`src/rtl/m3_dequant_writer.sv`:
```
// Dequantizes one 8x8 block of zigzag-ordered coefficients and writes each
// result to SRAM at its raster position, one write per accepted coefficient.
module m3_dequant_writer #(
    parameter int          ROW_STRIDE = 320,
    parameter logic [35:0] Q1_SHIFTS  = {4'd4, 4'd3, 4'd3, 4'd2, 4'd2, 4'd1, 4'd1, 4'd1, 4'd3},
    parameter logic [35:0] Q0_SHIFTS  = {4'd6, 4'd5, 4'd5, 4'd4, 4'd4, 4'd3, 4'd3, 4'd2, 4'd3}
) (
    input  logic        CLOCK_50_I,
    input  logic        reset,
    input  logic        start,
    input  logic [17:0] base_addr,
    input  logic        q_sel,
    input  logic        coef_valid,
    input  logic [15:0] coef_data,
    output logic        coef_ready,
    output logic [17:0] SRAM_address,
    output logic [15:0] SRAM_write_data,
    output logic        SRAM_we_n,
    output logic        busy,
    output logic        block_done,
    output logic        dbg_state
);

    // Handshake: a coefficient transfers on a rising edge where coef_valid and
    // coef_ready are both high; coef_ready is high exactly while in RUN.

    typedef enum logic {
        IDLE = 1'b0,
        RUN  = 1'b1
    } state_t;

    // Zigzag index -> raster position {row, col}.
    localparam logic [5:0] ZZ [64] = '{
        6'd0,  6'd1,  6'd8,  6'd16, 6'd9,  6'd2,  6'd3,  6'd10,
        6'd17, 6'd24, 6'd32, 6'd25, 6'd18, 6'd11, 6'd4,  6'd5,
        6'd12, 6'd19, 6'd26, 6'd33, 6'd40, 6'd48, 6'd41, 6'd34,
        6'd27, 6'd20, 6'd13, 6'd6,  6'd7,  6'd14, 6'd21, 6'd28,
        6'd35, 6'd42, 6'd49, 6'd56, 6'd57, 6'd50, 6'd43, 6'd36,
        6'd29, 6'd22, 6'd15, 6'd23, 6'd30, 6'd37, 6'd44, 6'd51,
        6'd58, 6'd59, 6'd52, 6'd45, 6'd38, 6'd31, 6'd39, 6'd46,
        6'd53, 6'd60, 6'd61, 6'd54, 6'd47, 6'd55, 6'd62, 6'd63
    };

    state_t             state;
    state_t             state_next;
    logic [6:0]         k;
    logic [17:0]        base_lat;
    logic               q_lat;
    logic               hs;
    logic               start_ok;
    logic [5:0]         pos;
    logic [2:0]         row;
    logic [2:0]         col;
    logic [3:0]         diag;
    logic [3:0]         diag_sel;
    logic [3:0]         amt;
    logic signed [23:0] wide;
    logic [15:0]        clipped;
    logic [17:0]        addr_next;

    assign coef_ready = (state == RUN);
    assign hs         = coef_valid && (state == RUN);
    assign start_ok   = start && (state == IDLE);
    assign busy       = (state == RUN) || block_done;
    assign dbg_state  = state;

    always_ff @(posedge CLOCK_50_I) begin
        if (reset) begin
            state <= IDLE;
        end else begin
            state <= state_next;
        end
    end

    always_comb begin
        state_next = state;
        case (state)
            IDLE:    if (start) state_next = RUN;
            RUN:     if (hs && (k == 7'd63)) state_next = IDLE;
            default: state_next = IDLE;
        endcase
    end

    always_comb begin
        pos       = ZZ[k[5:0]];
        row       = pos[5:3];
        col       = pos[2:0];
        diag      = {1'b0, row} + {1'b0, col};
        diag_sel  = (diag >= 4'd8) ? 4'd8 : diag;
        amt       = q_lat ? Q1_SHIFTS[{diag_sel, 2'b00} +: 4] : Q0_SHIFTS[{diag_sel, 2'b00} +: 4];
        wide      = {{8{coef_data[15]}}, coef_data} <<< amt;
        clipped   = wide[15:0];
        if (wide > 24'sd32767) begin
            clipped = 16'h7FFF;
        end else if (wide < -24'sd32768) begin
            clipped = 16'h8000;
        end
        // 18-bit arithmetic gives the required wrap-around for free.
        addr_next = base_lat + 18'(row) * 18'(ROW_STRIDE) + 18'(col);
    end

    // Reset clears the output registers, so a write pending from the handshake
    // sampled in the same edge never appears.
    always_ff @(posedge CLOCK_50_I) begin
        if (reset) begin
            k               <= 7'd0;
            base_lat        <= 18'd0;
            q_lat           <= 1'b0;
            SRAM_we_n       <= 1'b1;
            SRAM_address    <= 18'd0;
            SRAM_write_data <= 16'd0;
            block_done      <= 1'b0;
        end else begin
            SRAM_we_n  <= 1'b1;
            block_done <= 1'b0;
            if (start_ok) begin
                k        <= 7'd0;
                base_lat <= base_addr;
                q_lat    <= q_sel;
            end
            if (hs) begin
                k               <= k + 7'd1;
                SRAM_we_n       <= 1'b0;
                SRAM_address    <= addr_next;
                SRAM_write_data <= clipped;
                block_done      <= (k == 7'd63);
            end
        end
    end

endmodule

```
`config.mk`:
```
export PLATFORM = sky130hd
export DESIGN_NAME = m3_dequant_writer
export DESIGN_NICKNAME = d
export VERILOG_FILES = /design/src/rtl/m3_dequant_writer.sv
export SDC_FILE = /design/constraint.sdc
export NUM_CORES = 1
export LEC_CHECK = 0
export ABC_AREA = 0
export BUFFER_PORTS_ARGS = -buffer_cell sky130_fd_sc_hd__buf_2
export CAP_MARGIN = 15
export CORE_MARGIN = 2
export CORE_UTILIZATION = 62
export CTS_CLUSTER_SIZE = 40
export DETAILED_ROUTE_END_ITERATION = 16
export PLACE_DENSITY = 0.87
export SYNTH_ARGS = -nofsm -noshare
export SYNTH_HDL_FRONTEND = slang
export SYNTH_SLANG_ARGS = --single-unit
```
`constraint.sdc`:
```
create_clock -name CLOCK_50_I -period 13.1 [get_ports CLOCK_50_I]
set_input_delay 0.655 -clock CLOCK_50_I [delete_from_list [all_inputs] [get_ports CLOCK_50_I]]
set_output_delay 0.655 -clock CLOCK_50_I [all_outputs]
set_load 0.01 [all_outputs]
```
**Word level (Yosys, flattened, before mapping)**

Memories as Yosys holds them, arrays and structs flattened.
Index checks and enable logic that the tools add are counted.

- $add $sub $neg: 4
- $mul: 1
- Magnitude comparators: 4
- Equality and inequality tests: 1
- Shifts and indexed selects: 3
- Multiplexer cells: 12
- Bitwise operators: 3
- Reductions and logical operators: 6

Operator list:

| kind | count |
|---|---|
| $shiftx 36x7->4 const A | 2 |
| $mux 16 | 2 |
| $gt 24x16->1 const B | 1 |
| $lt 24x16->1 const B | 1 |
| $sshl 24x4->24 | 1 |
| $add 18x12->18 | 1 |
| $add 18x3->18 | 1 |
| $mux 7 | 2 |
| $mux 6 | 2 |
| $mux 4 | 2 |
| $add 7x1->7 const B | 1 |
| $eq 7x6->1 const B | 1 |
| $ge 7x7->1 const B | 1 |
| $not 6->7 | 1 |
| $mul 3x3->6 const B | 1 |
| $add 3x3->4 | 1 |
| $ge 4x4->1 const B | 1 |
| $logic_and 1x1->1 | 3 |
| $mux 1 | 3 |
| $not 1->1 | 2 |
| $pmux 1 s2 | 1 |
| $reduce_bool 2->1 | 1 |
| $reduce_or 2->1 | 1 |
| $logic_or 1x1->1 | 1 |

- Register bits after elaboration: 63
- Bits in read-only memories: 384
- Input bits: 39
- Memories kept: 1

Memory list:

| name | depth | width | rd ports | clocked after Yosys merged registers in | wr ports | RTL line | source |
|---|---|---|---|---|---|---|---|
| (no name shown) | 64 | 6 | 1 | 0 | 0 | 85 | `pos = ZZ[k[5:0]];` |

**Longest topological paths before layout**

Gate-level depths: netlist of run 1.

- Depth after elaboration: 13
- Gate-level depth with buffers: 24
- Gate-level depth less buffers: 21

**Worst setup path before layout of run 1**

No wires, ideal clock.

- Kind: register -> register
- Start: reg k[0]
- End: reg SRAM_write_data[10]
- Arrival time: 5.129 ns
- Required time: 13.025 ns
- Path slack: 7.896 ns
- Stages on the path, launching flop included: 23
- Path buffers: 3
- Period minus slack after synthesis: 5.204 ns
- Path through: dfxtp_1 > clkbuf_1 > inv_1 > ha_1 > nand2b_1 > and2_1 > a211o_1 > a21boi_0 > o21bai_1 > inv_1 > fa_1 > nor2b_1 > o21a_1 > a21oi_1 > o32ai_1 > o311a_1 > or2_1 > buf_6 > mux4_2 > a211oi_2 > a32oi_2 > buf_6 > a22oi_2

- Cells in the longest elaborated chain, start to end: 13

RTL lines:

| element | RTL line | source |
|---|---|---|
| start, declared | 46 | `logic [6:0] k;` |
| start signal, assigned | 122 | `k <= k + 7'd1;` |
| $not 6->7 (not written as such) * | 85 |  |
| $mem_v2 64x6 * | n/a |  |
| $mux 6 (not written as such) * (2 in series) | 85 |  |
| $add 3x3->4 * | 88 | `diag = {1'b0, row} + {1'b0, col};` |
| $ge 4x4->1 | 89 | `diag_sel = (diag >= 4'd8) ? 4'd8 : diag;` |
| $mux 4 * | 89 |  |
| $shiftx 36x7->4 | 90 | `amt = q_lat ? Q1_SHIFTS[{diag_sel, 2'b00} +: 4] : Q0_SHIFTS[{diag_sel, 2'b00} +: 4];` |
| $mux 4 * | 90 |  |
| $sshl 24x4->24 * | 91 | `wide = {{8{coef_data[15]}}, coef_data} <<< amt;` |
| $lt 24x16->1 | 95 | `end else if (wide < -24'sd32768) begin` |
| $mux 16 | 95 |  |
| $mux 16 * | 93 | `if (wide > 24'sd32767) begin` |
| end signal, assigned | 125 | `SRAM_write_data <= clipped;` |
| end, declared | 17 | `output logic [15:0] SRAM_write_data,` |

Every way passes the cells marked *; elsewhere a longest branch is shown, timed or not. The select of a mux whose other input is x is not followed.
A chain may end at the register's enable or synchronous reset.

**Worst setup path in the final report of run 1**

- Start: reg k[2]
- End: reg SRAM_write_data[0]

The elaborated chain is that of the path after synthesis.

==> results of run 1 <==
==> cell type report <==
type / count / share of cell area
multi-input combinational: 468 / 0.6072
sequential: 63 / 0.2418
timing repair buffer: 81 / 0.07965
clock buffer: 9 / 0.02375
tap: 99 / 0.02375
inverter: 19 / 0.01368
clock inverter: 7 / 0.01008
==> kinds of logic after synthesis <==
logic type / count (synthesis) / synth area share
XOR/XNOR: 16 / 0.02990
AND/OR/NAND/NOR: 217 / 0.2104
AO/OA/AOI/OAI: 171 / 0.2704
adder cells (fa/ha/maj): 33 / 0.09103
buffers and inverters: 56 / 0.05526
multiplexers: 31 / 0.07395
flip-flops: 63 / 0.2691
==> flip-flops by register name, summed over array words and instances (netlist names) <==
name,cells
SRAM_address,18
SRAM_we_n,1
SRAM_write_data,16
base_lat,18
block_done,1
coef_ready,1
k,7
q_lat,1
==> cell usage in the layout (no fill, tap or decap), types with 5 or more instances in the layout <==
cell type and instances:
a211oi_1 8, a22oi_2 10, nand3_1 13, inv_1 14
nand4_1 5, nand2b_1 7, and3_1 10, nor2b_1 6
clkbuf_8 9, a22oi_1 5, nor2_1 36, o21ai_0 22
nand2_1 116, xor2_1 5, ha_1 29, a21o_1 5
xnor2_1 11, a21oi_1 58, dfxtp_1 63, mux2i_1 26
o211ai_1 5, a31oi_1 6, o21bai_1 6, and2_1 6
buf_2 77
==> worst max-delay path, delay by kind of cell (launching register included) <==
| kind | cells | cell delay (ns) |
|---|---|---|
| buffers and inverters | 2 | 0.60 |
| adders and majority gates | 3 | 1.17 |
| DFF | 1 | 0.87 |
| muxes | 1 | 0.39 |
| AOI/OAI and AO/OA | 9 | 2.59 |
| and+or+nand+nor | 4 | 1.07 |
==> worst max path at each step <==
| stage | slack (ns) | endpoint | startpoint | depth (start not counted) |
|---|---|---|---|---|
| global route | 5.78 | SRAM_write_data[12]$_SDFFE_PP0P_ | k[2]$_SDFFE_PP0P_ | 19 |
| global placement | 6.65 | SRAM_write_data[12]$_SDFFE_PP0P_ | k[2]$_SDFFE_PP0P_ | 19 |
| CTS | 6.36 | SRAM_write_data[0]$_SDFFE_PP0P_ | k[2]$_SDFFE_PP0P_ | 19 |
| detailed placement | 6.36 | SRAM_write_data[0]$_SDFFE_PP0P_ | k[2]$_SDFFE_PP0P_ | 19 |
| floorplan | 7.90 | SRAM_write_data[10]$_SDFFE_PP0P_ | k[0]$_SDFFE_PP0P_ | 22 |
| finish | 6.24 | SRAM_write_data[0]$_SDFFE_PP0P_ | k[2]$_SDFFE_PP0P_ | 19 |
==> where the power goes <==
| part | total [W] | internal (W) | switching, W | leakage, nW |
|---|---|---|---|---|
| registers | 0.000205 | 0.000199 | 0.00000676 | 0.513 |
| logic | 0.0000777 | 0.0000313 | 0.0000465 | 1.76 |
| clock network | 0.000159 | 0.0000706 | 0.0000887 | 0.0908 |
| total | 0.000443 | 0.000301 | 0.000142 | 2.37 |
==> Yosys cell counts (all sizes together), types with 8 or more instances <==
master	instances	area share
a211oi	9	0.015
a21oi	58	0.062
a22oi	16	0.039
and3	10	0.013
buf	13	0.021
clkbuf	24	0.019
dfxtp	63	0.27
ha	29	0.077
inv	18	0.014
mux2i	27	0.060
nand2	116	0.093
nand2b	8	0.012
nand3	13	0.014
nor2	37	0.033
o21ai	23	0.025
xnor2	11	0.021
==> routing by layer <==
layer,share of wire,routed length (um)
met1,0.43,5200
met4,0.021,248
met5,0,0
met3,0.070,843
met2,0.48,5796
==> through the flow <==
step / utilization / cell area (um^2) / instances
after floorplan: - / 4687 / 587
after detailed placement: 0.6910 / 5039 / 730
after global placement: 0.6910 / 5039 / 730
after CTS: 0.7152 / 5215 / 746
final: 0.7152 / 5215 / 746
after global routing: 0.7152 / 5215 / 746
==> qor.txt, run 1 <==
GRT met3 Usage = 0.04647
drc violations = 0
post-cts resize count = 0
worst skew pair latency = 0.35 ns
synth warn = 0
hold_sp = SRAM_address[16]$_SDFFE_PP0P_
CTS sink count = 63
Initial Util = 0.6428
final antenna diode count = 0
Wirelength per Cell = 16.20 um
largest net degree at the start of global routing = 46
final setup fails = 0
slew margin rel. = 0.2424
clock-pin slew on the worst setup and hold paths = 0.08 ns
RSZ-0062 raised after global routing = false
Worst EP required = 13.28 ns
R2R cell count = 19
fraction of registers with async set or reset after synthesis = 0
max_cap viols = 0
worst reg2reg path endpoint = SRAM_write_data[0]$_SDFFE_PP0P_
Yosys cell types = 77
Hold Path Class = reg -> reg
first-pass GRT wire length = 20,400 um
TritonCTS buffer count = 9
RePlAce Congestion = 0.9109
Hold Path Sink = SRAM_address[16]$_SDFFE_PP0P_
final wirelength = 12,090 um
Post-Synthesis Cell Area = 4687 um^2
H-tree level count = 3
Setup WS pre-CTS = 6.357 ns
grt met1 use = 0.3939
Die X = 90.95 um
EDFF count, synth = 0
Pre-antenna DRT Iters = 4
multi-input logic area = 3167 um^2
RR Startpoint = k[2]$_SDFFE_PP0P_
Worst EP arrival = 7.05 ns
Yosys reg bits = 63
antenna violations before repair = 0
setup bufs post-CTS = 0
worst-path cell chain = clkinv_1 > ha_1 > nand2_1 > o311ai_0 > a31oi_1 > o21bai_1 > ha_1 > inv_1 > fa_1 > nor2b_1 > o21a_1 > a21oi_1 > o32ai_1 > o311a_1 > or2_1 > mux4_2 > nand3_1 > o41ai_4 > o21ai_0
Main synth FF type = dfxtp_1
Die ar. = 8271 um^2
routed vias = 4,606
total global-route track usage = 0.2960
vias in the first global route = 4,208
IO Count = 78
syn_area_per_cell = 7.985 um^2
GRT busiest layer = met2
TNS Setup = 0 ns
CTS tree = built
worst hold slack = 0.4536 ns
share of post-route cells with drive strength above 1 = 0.2056
Layout fillers = 598
Worst Hold Path Cells = 2
Buffers on Ports = 77
cts hold-fix bufs = 0
status = completed
Syn Nets = 657
final hold viol count = 0
die height = 90.95 um
Storage cell area = 1261 um^2
crit-path max cell delay = 0.91 ns
M2 GR Usage = 0.4858
Antenna Nets Post-Route = 0
Avg Vias per Cell = 6.174
peak supply drop = 0.08454 mV
Worst-Margin Slew = 1.133 ns
fmax = 0.1457 GHz
Max clock buf depth = 2
Worst setup SP type = flip-flop
remaining global-route overflow = 0
final period utilization = 0.5239
fin. max-slew vios = 0
clock root buffer = clkbuf_8
R2R setup slack = 6.24 ns
critical path type = reg -> reg
std cell rows = 31
hpwl dp = 8597 um
Tot Pwr = 0.0004425 W
synthesis-to-finish area growth = 11.27%
skew final = 0.01814 ns
crit end category = flip-flop
Gate Count Post-Synth = 587
PwrDens = 84.86 nW/um^2
PnR worst setup slack = 6.237 ns
fin crit period = 6.863 ns
Final nets = 712
crit-path max FO = 27
1st-iter DRT viols = 340
Static Leak = 2.366 nW
critical path's slowest cell = o41ai_4
Seq/Total Area, Yosys = 0.2691
Top cell by count, worst path = ha_1
core area = 7292 um^2
Note: power is estimated with default switching activity, not from simulation.
==> run 2: changes to the inputs <==
ABC_AREA = 1   (was 0)
CORE_UTILIZATION = 57   (was 62)
PLACE_DENSITY = 0.81   (was 0.87)
clock period = 6.4 ns   (was 13.1 ns; I/O delays follow)
==> run 2 against run 1 <==
- design area is 3.3% lower
- via count down 1.0%
- maximum frequency up 44%
- utilization shrank 5.9 points
- combinational power increased by 120%
- die area grew 4.6%
- routed wire length shrank 7.0%
- worst hold slack worse by 0.26 ns
==> qor.txt, run 2 <==
Post-Synthesis Cell Area = 4514 um^2 (-3.7%)
Hold Path Class = in -> reg
drc violations = 0 (unchanged)
most frequent cells in the layout = 148 x nand2_1, 77 x buf_2, 63 x dfxtp_1
final hold viol count = 0 (unchanged)
crit path to = SRAM_write_data[1]$_SDFFE_PP0P_
EDFF count, synth = 0 (unchanged)
Die ar. = 8648 um^2 (+4.6%)
cts hold-fix bufs = 0 (unchanged)
area leader, netlist = dfxtp_1
fmax = 0.2097 GHz (+44%)
RR Startpoint = k[1]$_SDFFE_PP0P_
Final nets = 773 (+8.6%)
commonest non-fill, non-tap cell in the layout = nand2_1
RSZ-0062 raised after global routing = false
largest net degree at the start of global routing = 30 (-35%)
Worst EP arrival = 5.05 ns (-2.00 ns)
status = completed
Worst EP required = 6.68 ns (-6.60 ns)
Storage cell area = 1261 um^2 (unchanged)
Yosys reg bits = 63 (unchanged)
RePlAce Congestion = 0.9581 (+5.2%)
Main synth FF type = dfxtp_1
slew margin rel. = 0.4462 (+0.2038)
Antenna Nets Post-Route = 0 (unchanged)
Yosys top cell area share = 0.2794 (+0.01029)
max_cap viols = 0 (unchanged)
setup bufs post-CTS = 0 (unchanged)
H-tree level count = 3 (unchanged)
Static Leak = 2.559 nW (+8.1%)
crit-path max cell delay = 0.55 ns (-0.36 ns)
core area = 7687 um^2 (+5.4%)
synthesis-to-finish area growth = 11.72%
IO Count = 78 (unchanged)
share of post-route cells with drive strength above 1 = 0.2090 (+0.003475)
clock power share = 0.359 (about the same)
worst reg2reg path endpoint = SRAM_write_data[1]$_SDFFE_PP0P_
Max clock buf depth = 2 (unchanged)
Synth top cells by count = 148 x nand2_1, 64 x nor2_1, 63 x dfxtp_1, 59 x nand3_1, 54 x o21ai_0
syn_area_per_cell = 7.043 um^2 (-12%)
final setup fails = 0 (unchanged)
CTS tree = built
Worst-Margin Slew = 0.8296 ns (-0.3029 ns)
final period utilization = 0.7453 (+0.2214)
R2R cell count = 27 (+8)
routed vias = 4,559 (-1.0%)
std cell rows = 32 (+3.2%)
Buffers on Ports = 77 (unchanged)
Gate power share = 0.185 (+0.009)
top flop regs = SRAM_address x18, base_lat x18, SRAM_write_data x16
final wirelength = 11,250 um (-7.0%)
first-pass GRT wire length = 17,950 um (-12%)
Initial Util = 0.5872 (-0.05552)
R2R setup slack = 1.63 ns (-4.61 ns)
synth warn = 0 (unchanged)
total global-route track usage = 0.2566 (-0.03942)
fin cells = 810 (+8.6%)
CTS sink count = 63 (unchanged)
multi-input logic area = 2841 um^2 (-10%)
clock root buffer = clkbuf_8
final antenna diode count = 0 (unchanged)
fraction of registers with async set or reset after synthesis = 0 (unchanged)
crit end category = flip-flop
worst skew pair latency = 0.35 ns (about the same)
fin crit period = 4.770 ns (-2.093 ns)
critical path type = reg -> reg
Seq/Total Area, Yosys = 0.2794 (+0.01029)
Pint = 0.0006641 W (+120%)
Yosys cell types = 49 (-36%)
1st-iter DRT viols = 248 (-27%)
hpwl dp = 8262 um (-3.9%)
remaining global-route overflow = 0 (unchanged)
most common cell in the netlist = nand2_1
top area cells in the synthesized netlist = dfxtp_1 28%, nand2_1 12%, ha_1 8.0%, nand3_1 6.5%, o21ai_0 6.0%
Worst setup SP type = flip-flop
post-placement cell count = 794 (+8.8%)
vias in the first global route = 3,900 (-7.3%)
peak supply drop = 0.1577 mV (+86%)
fin. max-slew vios = 0 (unchanged)
TNS Setup = 0 ns (unchanged)
Syn Nets = 711 (+8.2%)
sequential share of power = 0.457 (-0.007)
Gate Count Post-Synth = 641 (+9.2%)
critical path's slowest cell = dfxtp_1
P_sw = 0.0002730 W (+92%)
switching share of power = 0.2913 (-0.02945)
post-cts resize count = 0 (unchanged)
antenna violations before repair = 0 (unchanged)
crit-path max FO = 17 (-37%)
Die X = 93.00 um (+2.3%)
die height = 93.00 um (+2.3%)
clock-pin slew on the worst setup and hold paths = 0.07 ns (about the same)
Top cell by count, worst path = nand2_1
Crit. Startpoint = k[1]$_SDFFE_PP0P_
Final Util = 0.6561 (-0.05908)
Wirelength per Cell = 13.88 um (-14%)
Avg Vias per Cell = 5.628 (-8.8%)
PwrDens = 185.8 nW/um^2 (+120%)
Tot Pwr = 0.0009372 W (+110%)
Layout fillers = 699 (+17%)
Pre-antenna DRT Iters = 6 (+2)
skew final = 0.009138 ns (-0.008998 ns)
TritonCTS buffer count = 9 (unchanged)
==> run 2: how the worst min path moves through the flow <==
stage	start	endpoint	slack, ns	cells after the start
floorplan	start	coef_ready$_SDFF_PP0_	0.45	2
CTS	base_addr[9]	base_lat[9]$_SDFFE_PP0P_	0.19	3
detailed placement	SRAM_write_data[0]$_SDFFE_PP0P_	SRAM_write_data[0]$_SDFFE_PP0P_	0.44	2
global route	base_addr[9]	base_lat[9]$_SDFFE_PP0P_	0.20	3
finish	base_addr[9]	base_lat[9]$_SDFFE_PP0P_	0.19	3
global placement	SRAM_write_data[14]$_SDFFE_PP0P_	SRAM_write_data[14]$_SDFFE_PP0P_	0.44	2
==> run 2: area by class of cell <==
cell class              instances  area share
multi-input cells             492      0.5634
inverters                      58     0.04416
repair buffers                 79     0.07938
well taps                     102     0.02530
clock buffers                  12     0.02878
flip-flops and latches         63      0.2501
clock inverters                 4    0.008931
==> run 2: metal layers <==
metal / share of wire / vias to the layer above / track usage
met5: 0 / - / 0
met4: 0.014 / 0 / 0.06127
met3: 0.068 / 19 / 0.05641
met2: 0.48 / 161 / 0.4402
met1: 0.44 / 2107 / 0.3293
li1: - / 2272 / -
==> run 2: power by group through the flow <==
stage	Clock [W]	Sequential, W	Combinational (W)
after floorplan	0	0.000438	0.000119
after global placement	0	0.000435	0.000168
after detailed placement	0	0.000436	0.000171
after CTS	0.000340	0.000427	0.000172
after global routing	0.000358	0.000430	0.000193
final	0.000336	0.000428	0.000173
==> run 2: kinds of logic after synthesis <==
logic type / after synthesis / share of synthesized area
adders and majority gates: 31 / 0.08925
xor gates and xnor gates: 7 / 0.01358
muxes: 5 / 0.01109
and+or+nand+nor: 325 / 0.3481
buffers and inverters: 86 / 0.09230
DFF: 63 / 0.2794
AOI/OAI and AO/OA: 124 / 0.1663
==> run 2: critical path, delay by kind of cell, from the launching register on <==
| kind | cells | cell delay, ns |
|---|---|---|
| simple gates | 17 | 2.00 |
| buf+inv | 4 | 0.68 |
| flops | 1 | 0.55 |
| fa+ha+maj | 2 | 0.69 |
| compound gates | 4 | 0.77 |
==> run 2: through the flow <==
| stage | setup slack (ns) | area, um^2 | hold WS, ns |
|---|---|---|---|
| floorplan | 2.592 | 4514 | 0.4533 |
| global placement | 1.775 | 4853 | 0.4362 |
| detailed placement | 1.685 | 4853 | 0.4382 |
| CTS | 1.649 | 5044 | 0.1872 |
| global route | 1.073 | 5044 | 0.2026 |
| finish | 1.630 | 5044 | 0.1922 |
==> run 3: changes to the inputs <==
clock period = 4.4 ns   (was 6.4 ns; I/O delays follow)
==> run 3 against run 2 <==
- worst setup slack worse by 1.2 ns
- sequential power is 45% higher
- cell count increased by 1.4%
- critical path depth is 6 lower
==> qor.txt, run 3 (same netlist as run 2, synthesis figures left out) <==
Final Util = 0.6755 (+0.01937)
TNS Setup = 0 ns (unchanged)
Final nets = 785 (+1.6%)
Avg Vias per Cell = 5.622 (-0.11%)
clock root buffer = clkbuf_8
antenna violations before repair = 0 (unchanged)
RSZ-0062 raised after global routing = false
Die ar. = 8648 um^2 (unchanged)
CTS tree = built
crit-path max FO = 18 (+1)
fmax = 0.2490 GHz (+19%)
peak supply drop = 0.3244 mV (+110%)
Pre-antenna DRT Iters = 5 (-1)
1st-iter DRT viols = 251 (+1.2%)
Placement Cell Area = 4956 um^2 (+2.1%)
RePlAce Congestion = 0.9719 (+1.4%)
die height = 93.00 um (unchanged)
Static Leak = 2.633 nW (+2.9%)
final antenna diode count = 0 (unchanged)
final setup fails = 0 (unchanged)
skew final = 0.006994 ns (-0.002144 ns)
core area = 7687 um^2 (unchanged)
PwrDens = 274.8 nW/um^2 (+48%)
Buffers on Ports = 77 (unchanged)
Layout fillers = 696 (-0.43%)
first-pass GRT wire length = 19,650 um (+9.5%)
IO Count = 78 (unchanged)
final wirelength = 11,870 um (+5.5%)
status = completed
Wirelength per Cell = 14.46 um (+4.1%)
final period utilization = 0.9128 (+0.1676)
fin. max-slew vios = 0 (unchanged)
Worst-Margin Slew = 0.7079 ns (-0.1217 ns)
Max clock buf depth = 2 (unchanged)
slew margin rel. = 0.5252 (+0.07897)
Initial Util = 0.5872 (unchanged)
Worst setup SP type = flip-flop
TritonCTS buffer count = 9 (unchanged)
largest net degree at the start of global routing = 35 (+17%)
commonest non-fill, non-tap cell in the layout = nand2_1
synthesis-to-finish area growth = 15.02%
CTS sink count = 63 (unchanged)
total global-route track usage = 0.2800 (+0.02340)
Worst EP arrival = 4.24 ns (-0.81 ns)
top flop regs = SRAM_address x18, base_lat x18, SRAM_write_data x16
Die X = 93.00 um (unchanged)
post-placement cell count = 806 (+1.5%)
Worst EP required = 4.63 ns (-2.05 ns)
hpwl dp = 8792 um (+6.4%)
drc violations = 0 (unchanged)
std cell rows = 32 (unchanged)
max_cap viols = 0 (unchanged)
H-tree level count = 3 (unchanged)
share of post-route cells with drive strength above 1 = 0.2295 (+0.02045)
final hold viol count = 0 (unchanged)
routed vias = 4,616 (+1.3%)
remaining global-route overflow = 0 (unchanged)
crit end category = flip-flop
clock-pin slew on the worst setup and hold paths = 0.07 ns (about the same)
fin cells = 821 (+1.4%)
most frequent cells in the layout = 148 x nand2_1, 77 x buf_2, 62 x dfxtp_1
fin crit period = 4.016 ns (-0.7532 ns)
setup bufs post-CTS = 0 (unchanged)
worst skew pair latency = 0.34 ns (about the same)
Antenna Nets Post-Route = 0 (unchanged)
critical path type = reg -> reg
Hold Path Class = in -> reg
vias in the first global route = 4,309 (+10%)
cell area after layout = 5192 um^2 (+3.0%)
==> run 3: worst max-delay path, cell delays in order (launching register included) <==
cell and delay [ns]:
dfxtp_4 0.40, inv_1 0.07, ha_1 0.31, inv_1 0.10
nand2_1 0.11, a221oi_1 0.29, o21ai_0 0.12, o21ai_1 0.20
ha_1 0.25, inv_1 0.06, fa_1 0.42, nand3_2 0.12
nand2_4 0.08, o21ai_4 0.39, inv_2 0.17, nand2_1 0.17
a21boi_1 0.18, nor2_1 0.07, nand2_2 0.09, nand2_4 0.13
nand3_1 0.11, nand3_1 0.07
==> run 3: metal layers <==
| layer | GRT usage | vias to the layer above | part of all wire |
|---|---|---|---|
| met4 | 0.07475 | 0 | 0.012 |
| met1 | 0.3526 | 2120 | 0.42 |
| met3 | 0.04754 | 17 | 0.069 |
| met2 | 0.4952 | 174 | 0.50 |
| met5 | 0 | - | 0 |
| li1 | - | 2305 | - |
==> run 3: layout make-up <==
type                    instances  area [um^2]  share of cell area
multi-input cells             492         2863              0.5513
flip-flops and latches         63         1265              0.2436
repair buffers                 91        503.0             0.09687
clock buffers                  11        141.4             0.02723
inverters                      58        222.7             0.04289
clock inverters                 4        70.07             0.01349
well taps                     102        127.6             0.02458
==> run 3: final timing paths <==
check,from,end,slack [ns],depth (start not counted)
setup / recovery,k[1]$_SDFFE_PP0P_,SRAM_write_data[1]$_SDFFE_PP0P_,0.38,21
hold / removal,base_addr[9],base_lat[9]$_SDFFE_PP0P_,0.11,3
hold reg to reg,SRAM_write_data[0]$_SDFFE_PP0P_,SRAM_write_data[0]$_SDFFE_PP0P_,0.46,2
setup reg to reg,k[1]$_SDFFE_PP0P_,SRAM_write_data[1]$_SDFFE_PP0P_,0.38,21
==> run 3: timing repair <==
| item | CTS | global route |
|---|---|---|
| hold buffers | 0 | 0 |
| gates resized for setup | 0 | 9 |
| endpoints found under the setup margin | 0 | 20 |
==> run 3: where the power goes <==
part | internal, W | total (W) | leakage, nW | switching [W]
Sequential | 0.000599 | 0.000621 | 0.516 | 0.0000212
Combinational | 0.0000958 | 0.000260 | 2.01 | 0.000165
Clock | 0.000329 | 0.000546 | 0.109 | 0.000217
Total | 0.00102 | 0.00143 | 2.63 | 0.000402
==> run 3: per-stage QoR <==
stage | total power (W) | setup WS [ns] | hold WS (ns)
after floorplan | 0.0008098 | 0.5921 | 0.3533
after global placement | 0.0008805 | 0.1644 | 0.4375
after detailed placement | 0.0008877 | 0.04697 | 0.4443
after CTS | 0.001427 | 0.01238 | 0.09563
after global routing | 0.001490 | 0.009667 | 0.1141
final | 0.001427 | 0.3835 | 0.1061
